### src/rtl/apb_arbiter.sv
// Two-requester round-robin arbiter driving a single APB completer; all outputs registered.
// Define APB_ARB_TIMEOUT_EN to abort ACCESS after TIMEOUT_CYCLES consecutive wait states.
module apb_arbiter #(
    parameter int unsigned TIMEOUT_CYCLES = 16
) (
    input  logic       pclk,
    input  logic       presetn,
    input  logic       req0,
    input  logic       req1,
    input  logic       wr0,
    input  logic       wr1,
    input  logic [7:0] addr0,
    input  logic [7:0] addr1,
    input  logic [7:0] wdata0,
    input  logic [7:0] wdata1,
    output logic       done0,
    output logic       done1,
    output logic [7:0] rdata0,
    output logic [7:0] rdata1,
    output logic       err0,
    output logic       err1,
    output logic       psel,
    output logic       penable,
    output logic       pwrite,
    output logic [7:0] paddr,
    output logic [7:0] pwdata,
    input  logic       pready,
    input  logic       pslverr,
    input  logic [7:0] prdata
);
    localparam logic [1:0] IDLE   = 2'd0;
    localparam logic [1:0] SETUP  = 2'd1;
    localparam logic [1:0] ACCESS = 2'd2;

    logic [1:0] state_q, state_d;
    logic       last_q, last_d;
    logic       gnt_q, gnt_d;
    logic       psel_q, psel_d, penable_q, penable_d, pwrite_q, pwrite_d;
    logic [7:0] paddr_q, paddr_d, pwdata_q, pwdata_d;
    logic       done0_q, done0_d, done1_q, done1_d;
    logic       err0_q, err0_d, err1_q, err1_d;
    logic [7:0] rdata0_q, rdata0_d, rdata1_q, rdata1_d;

    logic       req_m0, req_m1, pick;
    logic       finish, fin_err, fin_load;
    logic [7:0] fin_rdata;

`ifdef APB_ARB_TIMEOUT_EN
    localparam int CW = $clog2(TIMEOUT_CYCLES + 1);
    logic [CW-1:0] cnt_q, cnt_d;
`endif

    // A requester whose done is pulsing is still holding a stale req; keep it out.
    assign req_m0 = req0 & ~done0_q;
    assign req_m1 = req1 & ~done1_q;
    assign pick   = (req_m0 & req_m1) ? ~last_q : req_m1;

    always_comb begin
        finish    = 1'b0;
        fin_err   = pslverr;
        fin_rdata = prdata;
        fin_load  = ~pwrite_q;
        if (state_q == ACCESS) begin
            if (pready) begin
                finish = 1'b1;
            end
`ifdef APB_ARB_TIMEOUT_EN
            else if (cnt_q == CW'(TIMEOUT_CYCLES - 1)) begin
                finish    = 1'b1;
                fin_err   = 1'b1;
                fin_rdata = 8'h00;
                fin_load  = 1'b1;
            end
`endif
        end
    end

    always_comb begin
        state_d   = state_q;
        last_d    = last_q;
        gnt_d     = gnt_q;
        psel_d    = psel_q;
        penable_d = penable_q;
        pwrite_d  = pwrite_q;
        paddr_d   = paddr_q;
        pwdata_d  = pwdata_q;
        done0_d   = 1'b0;
        done1_d   = 1'b0;
        err0_d    = err0_q;
        err1_d    = err1_q;
        rdata0_d  = rdata0_q;
        rdata1_d  = rdata1_q;
`ifdef APB_ARB_TIMEOUT_EN
        cnt_d     = cnt_q;
`endif
        case (state_q)
            IDLE: begin
                if (req_m0 | req_m1) begin
                    state_d   = SETUP;
                    gnt_d     = pick;
                    last_d    = pick;
                    psel_d    = 1'b1;
                    penable_d = 1'b0;
                    pwrite_d  = pick ? wr1    : wr0;
                    paddr_d   = pick ? addr1  : addr0;
                    pwdata_d  = pick ? wdata1 : wdata0;
`ifdef APB_ARB_TIMEOUT_EN
                    cnt_d     = '0;
`endif
                end
            end
            SETUP: begin
                state_d   = ACCESS;
                penable_d = 1'b1;
            end
            ACCESS: begin
                if (finish) begin
                    state_d   = IDLE;
                    psel_d    = 1'b0;
                    penable_d = 1'b0;
                    pwrite_d  = 1'b0;
                    paddr_d   = 8'h00;
                    pwdata_d  = 8'h00;
                    if (gnt_q) begin
                        done1_d = 1'b1;
                        err1_d  = fin_err;
                        if (fin_load) rdata1_d = fin_rdata;
                    end else begin
                        done0_d = 1'b1;
                        err0_d  = fin_err;
                        if (fin_load) rdata0_d = fin_rdata;
                    end
                end
`ifdef APB_ARB_TIMEOUT_EN
                else begin
                    cnt_d = cnt_q + 1'b1;
                end
`endif
            end
            default: state_d = IDLE;
        endcase
    end

    always_ff @(posedge pclk or negedge presetn) begin
        if (!presetn) begin
            state_q   <= IDLE;
            last_q    <= 1'b1;
            gnt_q     <= 1'b0;
            psel_q    <= 1'b0;
            penable_q <= 1'b0;
            pwrite_q  <= 1'b0;
            paddr_q   <= 8'h00;
            pwdata_q  <= 8'h00;
            done0_q   <= 1'b0;
            done1_q   <= 1'b0;
            err0_q    <= 1'b0;
            err1_q    <= 1'b0;
            rdata0_q  <= 8'h00;
            rdata1_q  <= 8'h00;
`ifdef APB_ARB_TIMEOUT_EN
            cnt_q     <= '0;
`endif
        end else begin
            state_q   <= state_d;
            last_q    <= last_d;
            gnt_q     <= gnt_d;
            psel_q    <= psel_d;
            penable_q <= penable_d;
            pwrite_q  <= pwrite_d;
            paddr_q   <= paddr_d;
            pwdata_q  <= pwdata_d;
            done0_q   <= done0_d;
            done1_q   <= done1_d;
            err0_q    <= err0_d;
            err1_q    <= err1_d;
            rdata0_q  <= rdata0_d;
            rdata1_q  <= rdata1_d;
`ifdef APB_ARB_TIMEOUT_EN
            cnt_q     <= cnt_d;
`endif
        end
    end

    assign psel    = psel_q;
    assign penable = penable_q;
    assign pwrite  = pwrite_q;
    assign paddr   = paddr_q;
    assign pwdata  = pwdata_q;
    assign done0   = done0_q;
    assign done1   = done1_q;
    assign err0    = err0_q;
    assign err1    = err1_q;
    assign rdata0  = rdata0_q;
    assign rdata1  = rdata1_q;

endmodule

### config.mk
export PLATFORM = sky130hd
export DESIGN_NAME = apb_arbiter
export DESIGN_NICKNAME = d
export VERILOG_FILES = /design/src/rtl/apb_arbiter.sv
export SDC_FILE = /design/constraint.sdc
export NUM_CORES = 1
export LEC_CHECK = 0
export BUFFER_PORTS_ARGS = -buffer_cell sky130_fd_sc_hd__buf_2
export CAP_MARGIN = 20
export CORE_ASPECT_RATIO = 1.4
export CORE_MARGIN = 1
export CORE_UTILIZATION = 35
export CTS_CLUSTER_DIAMETER = 40
export DETAILED_ROUTE_END_ITERATION = 12
export GPL_TIMING_DRIVEN = 0
export PLACE_DENSITY = 0.72
export REMOVE_ABC_BUFFERS = 1
export SYNTH_ARGS = -nofsm -noshare
export SYNTH_HDL_FRONTEND = slang
export SYNTH_SLANG_ARGS = --single-unit
### constraint.sdc
create_clock -name pclk -period 4.53 [get_ports pclk]
set_input_delay 0.6795 -clock pclk [delete_from_list [all_inputs] [get_ports pclk]]
set_output_delay 0.6795 -clock pclk [all_outputs]
set_load 0.005 [all_outputs]
Word-level counts from Yosys, hierarchy flattened
Cells that the tools add are included.
Word-level totals
  register bits after elaboration: 43
  latch bits: 0
  RAM bits: 0
  memory bits (read-only): 0
  bits of input ports: 48
  output and inout bits: 39
  logic and storage cells: 65
  memories: 0
Operators by class
  $add $sub $neg: 0
  multipliers: 0
  divide/modulo/power cells: 0
  $lt $le $gt $ge: 0
  equality and inequality tests: 4
  shift operators: 0
  mux-type cells: 27
  bitwise operators: 9
  reduce and logical (&&, ||, !) cells: 11
Operator list (number)
  two-way mux 8 bit: 5
  case mux 8 bit (2 select lines): 2
  two-way mux 1 bit: 14
  AND reduction 3 bit: 4
  AND reduction 4 bit: 2
  case mux 2 bit (3 select lines): 1
  NOT 1 bit: 5
  two-way mux 2 bit: 2
  != test 2 bit, second input constant: 2
  case mux 1 bit (2 select lines): 2
  AND reduction 2 bit: 2
  AND 1 bit: 3
  case mux 1 bit (3 select lines): 1
  nonzero test 3 bit: 1
  equality test 2 x 1 -> 1 bit, second input constant: 1
  equality test 2 bit, second input constant: 1
  logical NOT 2 bit: 1
  nonzero test 2 bit: 1
  OR 1 bit: 1

Longest topological paths before layout
Gate-level depths: netlist of the first run.
  depth after elaboration: 7
  gate-level depth with buffers: 5
  depth with buffers taken out: 3

Worst setup path after synthesis of the first run
Ideal clock, no wire load.
  path kind: input to register
  start point: input pready
  end point: register rdata1_q[0], in the netlist rdata1[0]
  setup time: 0.125 ns
  arrival time: 1.562 ns
  required time: 4.405 ns
  path slack: 2.843 ns
  stages on the path: 4
  buffers on the path: 1
  cells stage by stage: nand3b_1 > or3_1 > buf_6 > mux2_4
On the way
  word-level cells in the longest chain between the ends: 3
Ends and longest elaborated chain
  start: declaration: line 27  | input logic pready,
  two-way mux 1 bit: line 64  | if (pready) begin
  two-way mux 1 bit: line 63  | if (state_q == ACCESS) begin
  AND reduction 4 bit (no source line)
  end signal: assignment: line 177  | rdata1_q <= rdata1_d;
  end: declaration: line 42  | logic [7:0] rdata0_q, rdata0_d, rdata1_q, rdata1_d;
No other way between the ends.
A chain may end at the register's enable or synchronous reset.

Final worst setup path of the first run
  start point: register state_q[0]
  end point: register rdata1_q[4], in the netlist rdata1[4]
On the way
  word-level cells in the longest chain between the ends: 3
Ends and longest elaborated chain
  start: declaration: line 35  | logic [1:0] state_q, state_d;
  start signal: assignment: line 164  | state_q <= state_d;
  equality test 2 bit (*): line 63, 96
  two-way mux 1 bit: line 63
  AND reduction 4 bit (no source line) (*)
Mark *: on every way between the ends. The rest lies on a longest branch, timed or not.

==> flow_summary_export.csv, run 1 <==
group,metric,value,unit
sta,setup_slack,2.03,ns
placement,port_buffers,86,
yosys,synth_common_cells,"42 x dfrtp_1, 17 x nand2_1, 17 x nand4_1, 17 x o2111ai_1, 17 x o211ai_1",
setup_path,crit_path_start_kind,"flip-flop",
detailed_routing,drt-initial-drc-count,87,
setup_path,worstReg2RegStart,"state_q[0]",
yosys,synth_edf_count,0,
finish,area_growth_syn_to_layout,30.4,%
yosys,synth_top_area_cell,"dfrtp_1",
pwr,clkPwrFrac,18.1,%
yosys,synthCells,168,
pwr,p_total,1.69,mW
floorplanning,die_x,65.5,um
setup_path,path_max_fanout,22,
clock_network,htreeDepth,2,
yosys,synth-seq-cells,43,
setup_path,endpoint_kind,"flip-flop",
pwr,p_int,1.09,mW
placement,dp.cells,307,
clock_network,root_buffer,"clkbuf_8",
floorplanning,start_util,36.0,%
floorplanning,coreArea,5490,sq um
detailed_routing,routed_wl,5100,um
yosys,avgSynthCellArea,11.7,sq um
detailed_routing,drc_errors,0,
sta,fin_setup_tns,0,ns
global_routing,antenna_found_initial,0,
global_routing,gr-total-overflow,0,
global_routing,grt_pass1_wl,8450,um
sta,skew,0.00287,ns
yosys,syn_area,1970,sq um
finish,nets,294,
min_path,hp-class,"reg -> reg",
sta,finalHoldViolCount,0,
yosys,seq_area_frac_synth,54.6,%
floorplanning,fp-row-count,32,
yosys,yosys.area.top_type_share,53.3,%
floorplanning,dieHeight,90.8,um
finish,fin_area,2570,sq um
clock_network,clock_latency,0.29,ns
setup_path,reg2reg_slack,2.03,ns
pwr,ir_worst_vdd,200,uV
job,maxCapViolations,0,
yosys,ys.warnings.count,0,
pwr,p_comb_share,40.9,%
yosys,synth.most_common_cell,"dfrtp_1",
finish,fin_cells,315,
yosys,synth_top_flop_cell,"dfrtp_1",
yosys,synth_area_leaders,"dfrtp_1 53%, o2111ai_1 7.5%, o211ai_1 6.5%, mux2_4 6.1%, mux2_2 5.7%",
yosys,synth.distinct_cells,27,
sta,slew_violations,0,
global_routing,grt_max_degree,44,
placement,dpl.hpwl,3430,um
pwr,switching_share,35.3,%
clock_network,cts_tree,"done",
sta,fin_crit_sh,55.3,%
min_path,hp-start,"psel",
setup_path,worst_ep_arrival_time,2.68,ns
clock_network,clk_pin_slew,0.08,ns
pwr,power.density,656,nW/um^2
placement,post-place-ws,1.73,ns
detailed_routing,vias_per_cell,5.44,
global_routing,track_usage,18.3,%
setup_path,worstSetupPathType,"reg -> reg",
floorplanning,dieArea,5950,sq um
floorplanning,pin_count,87,
clock_network,cts_hold_buffers,0,
sta,slew_headroom,34.5,%
placement,placed_area,2450,sq um
clock_network,cts_resized,0,
clock_network,post-cts-setup-buffers,0,
detailed_routing,dr.pass1.iters,4,
detailed_routing,avgRoutedWirePerCell,16.2,um
sta,finalSetupViolations,0,
detailed_routing,drtAntennaViolNets,0,
clock_network,numCtsBuffers,5,
global_routing,grt_pass1_vias,1694,
status,status,"complete, no violations",
pwr,leakage,1.23,nW
pwr,switchingPower,596,uW
setup_path,worstPathRequired,4.71,ns
finish,drive_gt1_share,47.8,%
clock_network,cts_max_path_buffers,2,
pwr,seqPwrFrac,41.0,%
placement,gp_congestion,0.723,
sta,clock.fmax,399,MHz
clock_network,cts.sinks,43,
sta,fin_crit,2.50,ns
detailed_routing,vias,1713,
setup_path,startpoint,"state_q[0]",
sta,rsz0062_at_grt,"no",
finish,antenna_cells,0,
yosys,synthArstFlopShare,100,%
sta,tightest_slew,0.978,ns
path summary, 6_finish.rpt:
kind	to	depth (start not counted)
hold reg to reg	psel	1
setup reg to reg	rdata1[4]	3
setup / recovery	rdata1[4]	3
min in group asynchronous	rdata1[5]	1
max in group asynchronous	pwdata[6]	1
hold / removal	psel	1
critical path: stages, from the launching register on:
cell      delay (ns)
dfrtp_1         0.42
nand3b_1        0.75
or3_1           0.83
mux2_4          0.38
final cells by class:
type	count	area [sq um]
fill	516	2910
tap	68	85.1
sequential	43	1080
clock inverter	2	35.0
inverter	2	7.51
clock buffer	6	82.6
multi-input combinational	106	816
timing repair buffer	88	469
kinds of logic after synthesis:
kind of cell | count (synthesis) | share of synthesized area (%)
buffers and inverters | 19 | 4.31
AND/OR/NAND/NOR | 47 | 12.7
AO/OA/AOI/OAI | 40 | 16.1
multiplexers | 19 | 12.3
flip-flops | 43 | 54.6
sequential cells by signal, indices dropped and copies added, names as in the netlist, 2 cells and up:
name     flops
rdata0       8
rdata1       8
state_q      2
paddr        8
pwdata       8
layout by cell type, fill, tap and decap left out, types with 6 or more instances in the layout:
cell	count
clkbuf_8	6
buf_2	86
o2111ai_1	17
mux2_4	8
mux2_2	10
nand2_1	17
dfrtp_1	42
nand4_1	17
o211ai_1	17
per-layer routing:
layer | vias up | global-route usage (%) | wire length [um]
li1 | 804 | - | -
met4 | 0 | 3.80 | 46
met3 | 5 | 3.66 | 211
met1 | 849 | 22.9 | 2210
met5 | - | 0 | 0
met2 | 55 | 32.0 | 2630
power by group through the flow:
stage	combinational [mW]	clock, mW	sequential [mW]
after floorplan	0.359	0	0.694
after global placement	0.639	0	0.688
after detailed placement	0.699	0	0.696
after CTS	0.700	0.318	0.692
after global routing	0.769	0.336	0.716
final	0.690	0.306	0.691
stage by stage:
| step | utilization [%] | hold slack, ns |
|---|---|---|
| after global routing | 46.9 | 0.510 |
| after floorplan | - | 0.384 |
| after CTS | 46.9 | 0.502 |
| final | 46.9 | 0.492 |
| after global placement | 44.0 | 0.473 |
| after detailed placement | 44.8 | 0.483 |
(Power assumes the default switching activity.)
==> inputs of run 2 (changes only) <==
--- a/config.mk
+++ b/config.mk
@@ -13,7 +13,7 @@
 export CTS_CLUSTER_DIAMETER = 40
 export DETAILED_ROUTE_END_ITERATION = 12
 export GPL_TIMING_DRIVEN = 0
-export PLACE_DENSITY = 0.72
+export PLACE_DENSITY = 0.75
 export REMOVE_ABC_BUFFERS = 1
 export SYNTH_ARGS = -nofsm -noshare
 export SYNTH_HDL_FRONTEND = slang
==> constraint.sdc (replaced) <==
create_clock -name pclk -period 2.19 [get_ports pclk]
set_input_delay 0.3285 -clock pclk [delete_from_list [all_inputs] [get_ports pclk]]
set_output_delay 0.3285 -clock pclk [all_outputs]
set_load 0.005 [all_outputs]
==> run 2 against run 1 <==
Against the previous run:
- first-iteration DRC count is 23% higher
- cell count is 0.32% higher
- critical path type unchanged
- power is 100% higher
- core utilization is 0.11 points lower
- routed wire length is 5.0% higher
- clock skew is 0.0038 ns higher
- sequential power is 110% higher
- via count is 0.18% higher
==> flow_summary_export.csv, run 2 (synthesis gave the netlist of run 1 again) <==
group,metric,value,unit
pwr,switchingPower,1.27,mW
placement,post-place-ws,-0.343,ns
setup_path,crit_path_start_kind,"flip-flop",
sta,finalHoldViolCount,0,
pwr,p_int,2.15,mW
pwr,power.density,1330,nW/um^2
sta,clock.fmax,481,MHz
finish,area_growth_syn_to_layout,30.1,%
detailed_routing,vias,1716,
clock_network,cts_max_path_buffers,2,
job,maxCapViolations,0,
finish,multiInputGateArea,836,sq um
finish,final_cell_mix,"86 x buf_2, 42 x dfrtp_1",
floorplanning,dieArea,5950,sq um
sta,fin_crit_sh,94.9,%
setup_path,worstPathRequired,2.37,ns
min_path,hp-class,"in -> async",
placement,gp_congestion,0.722,
global_routing,antenna_found_initial,0,
clock_network,cts_tree,"done",
detailed_routing,drc_errors,0,
global_routing,gr-total-overflow,0,
pwr,seqPwrFrac,42.5,%
pwr,switching_share,37.1,%
finish,drive_gt1_share,48.4,%
global_routing,grt_pass1_vias,1712,
setup_path,endpoint_kind,"flip-flop",
detailed_routing,vias_per_cell,5.43,
pwr,ir_worst_vdd,391,uV
detailed_routing,avgRoutedWirePerCell,16.9,um
floorplanning,dieHeight,90.8,um
pwr,leakage,1.22,nW
detailed_routing,met1_length,2220,um
detailed_routing,drtAntennaViolNets,0,
pwr,p_comb_share,41.1,%
finish,nFillCells,527,
detailed_routing,route.met3.wl,302,um
setup_path,worstSetupPathType,"reg -> reg",
floorplanning,coreArea,5490,sq um
setup_path,worst_ep_arrival_time,2.26,ns
detailed_routing,routed_wl,5360,um
clock_network,htreeDepth,2,
detailed_routing,highest_layer,"met4",
pwr,clkPwrFrac,16.4,%
clock_network,clk_pin_slew,0.08,ns
finish,final_common_cell,"buf_2",
sta,skew,0.00667,ns
global_routing,track_usage,19.0,%
detailed_routing,dr.pass1.iters,4,
sta,fin_setup_tns,0,ns
clock_network,root_buffer,"clkbuf_8",
sta,fin_crit,2.08,ns
detailed_routing,drt-initial-drc-count,107,
setup_path,cp_slowest_cell,"or3_4",
sta,setup_slack,0.112,ns
setup_path,cpPeakStageDelay,0.61,ns
sta,slew_violations,0,
status,status,"complete, no violations",
finish,antenna_cells,0,
floorplanning,fp-row-count,32,
floorplanning,pin_count,87,
finish,nets,295,
sta,hold_slack,0.168,ns
clock_network,numCtsBuffers,5,
sta,tightest_slew,0.955,ns
setup_path,r2r_cells,3,
setup_path,path_max_fanout,11,
clock_network,cts.sinks,43,
detailed_routing,dr_wl_met2,2780,um
placement,port_buffers,86,
global_routing,grt_pass1_wl,8640,um
sta,rsz0062_at_grt,"no",
finish,final-seq-area,1080,sq um
floorplanning,die_x,65.5,um
floorplanning,start_util,36.0,%
placement,dpl.hpwl,3490,um
sta,slew_headroom,36.0,%
global_routing,grt_max_degree,44,
sta,finalSetupViolations,0,
clock_network,clock_latency,0.30,ns
setup_path,path_cells,"nand3b_1, or3_4, mux2_4",
-- run 2: changes by cell type in the layout (fill, tap and decap cells not counted), sizes merged --
cell / before / now
bufinv: 1 / 0
clkbuf: 6 / 7
clkinv: 1 / 0
clkinvlp: 0 / 1
nand3b: 2 / 3
-- run 2: per-stage QoR --
| stage | power, mW | instances | cell area [sq um] | util (%) |
|---|---|---|---|---|
| global placement | 2.74 | 305 | 2410 | 44.0 |
| CTS | 3.45 | 316 | 2570 | 46.8 |
| global route | 3.67 | 316 | 2570 | 46.8 |
| finish | 3.42 | 316 | 2570 | 46.8 |
| floorplan | 2.18 | 151 | 1900 | - |
| detailed placement | 2.85 | 307 | 2440 | 44.5 |
-- run 2: power groups by stage --
| stage | Combinational [mW] | Clock [mW] | Sequential [mW] |
|---|---|---|---|
| after floorplan | 0.742 | 0 | 1.44 |
| after global placement | 1.32 | 0 | 1.42 |
| after detailed placement | 1.40 | 0 | 1.44 |
| after CTS | 1.42 | 0.580 | 1.46 |
| after global routing | 1.56 | 0.610 | 1.50 |
| final | 1.40 | 0.560 | 1.45 |
-- run 2: path summary, 6_finish.rpt --
path | slack [ns] | to | start
worst max register to register | 0.11 | rdata1[5] | state_q[0]
max in group asynchronous | 1.42 | rdata0[5] | presetn
worst min register to register | 0.48 | psel | psel
worst max-delay path | 0.11 | rdata1[5] | state_q[0]
worst min-delay path | 0.17 | rdata1[7] | presetn
min in group pclk | 0.28 | err0 | pslverr
-- run 2: area by class of cell --
| class | instances | area share [%] |
|---|---|---|
| sequential | 43 | 42.0 |
| multi-input combinational | 107 | 32.6 |
| timing repair buffer | 88 | 17.8 |
| clock buffer | 7 | 3.75 |
| tap | 68 | 3.32 |
| clock inverter | 1 | 0.293 |
| inverter | 2 | 0.293 |
-- run 2: repair_timing --
item	in CTS	in global routing
endpoints found under the setup margin	34	0
hold buffers	0	0
setup buffers	0	0
resized for setup	3	0
-- run 2: worst max-delay path, delay by kind of cell (launching register included) --
kind / cells / cell delay [ns]
AND/OR/NAND/NOR: 2 / 1.17
multiplexers: 1 / 0.32
flip-flops: 1 / 0.47
-- run 2: layer usage --
layer	up-vias	GRT usage, %
li1	805	-
met1	826	24.1
met2	77	32.2
met3	8	4.04
met4	0	4.89
met5	-	0
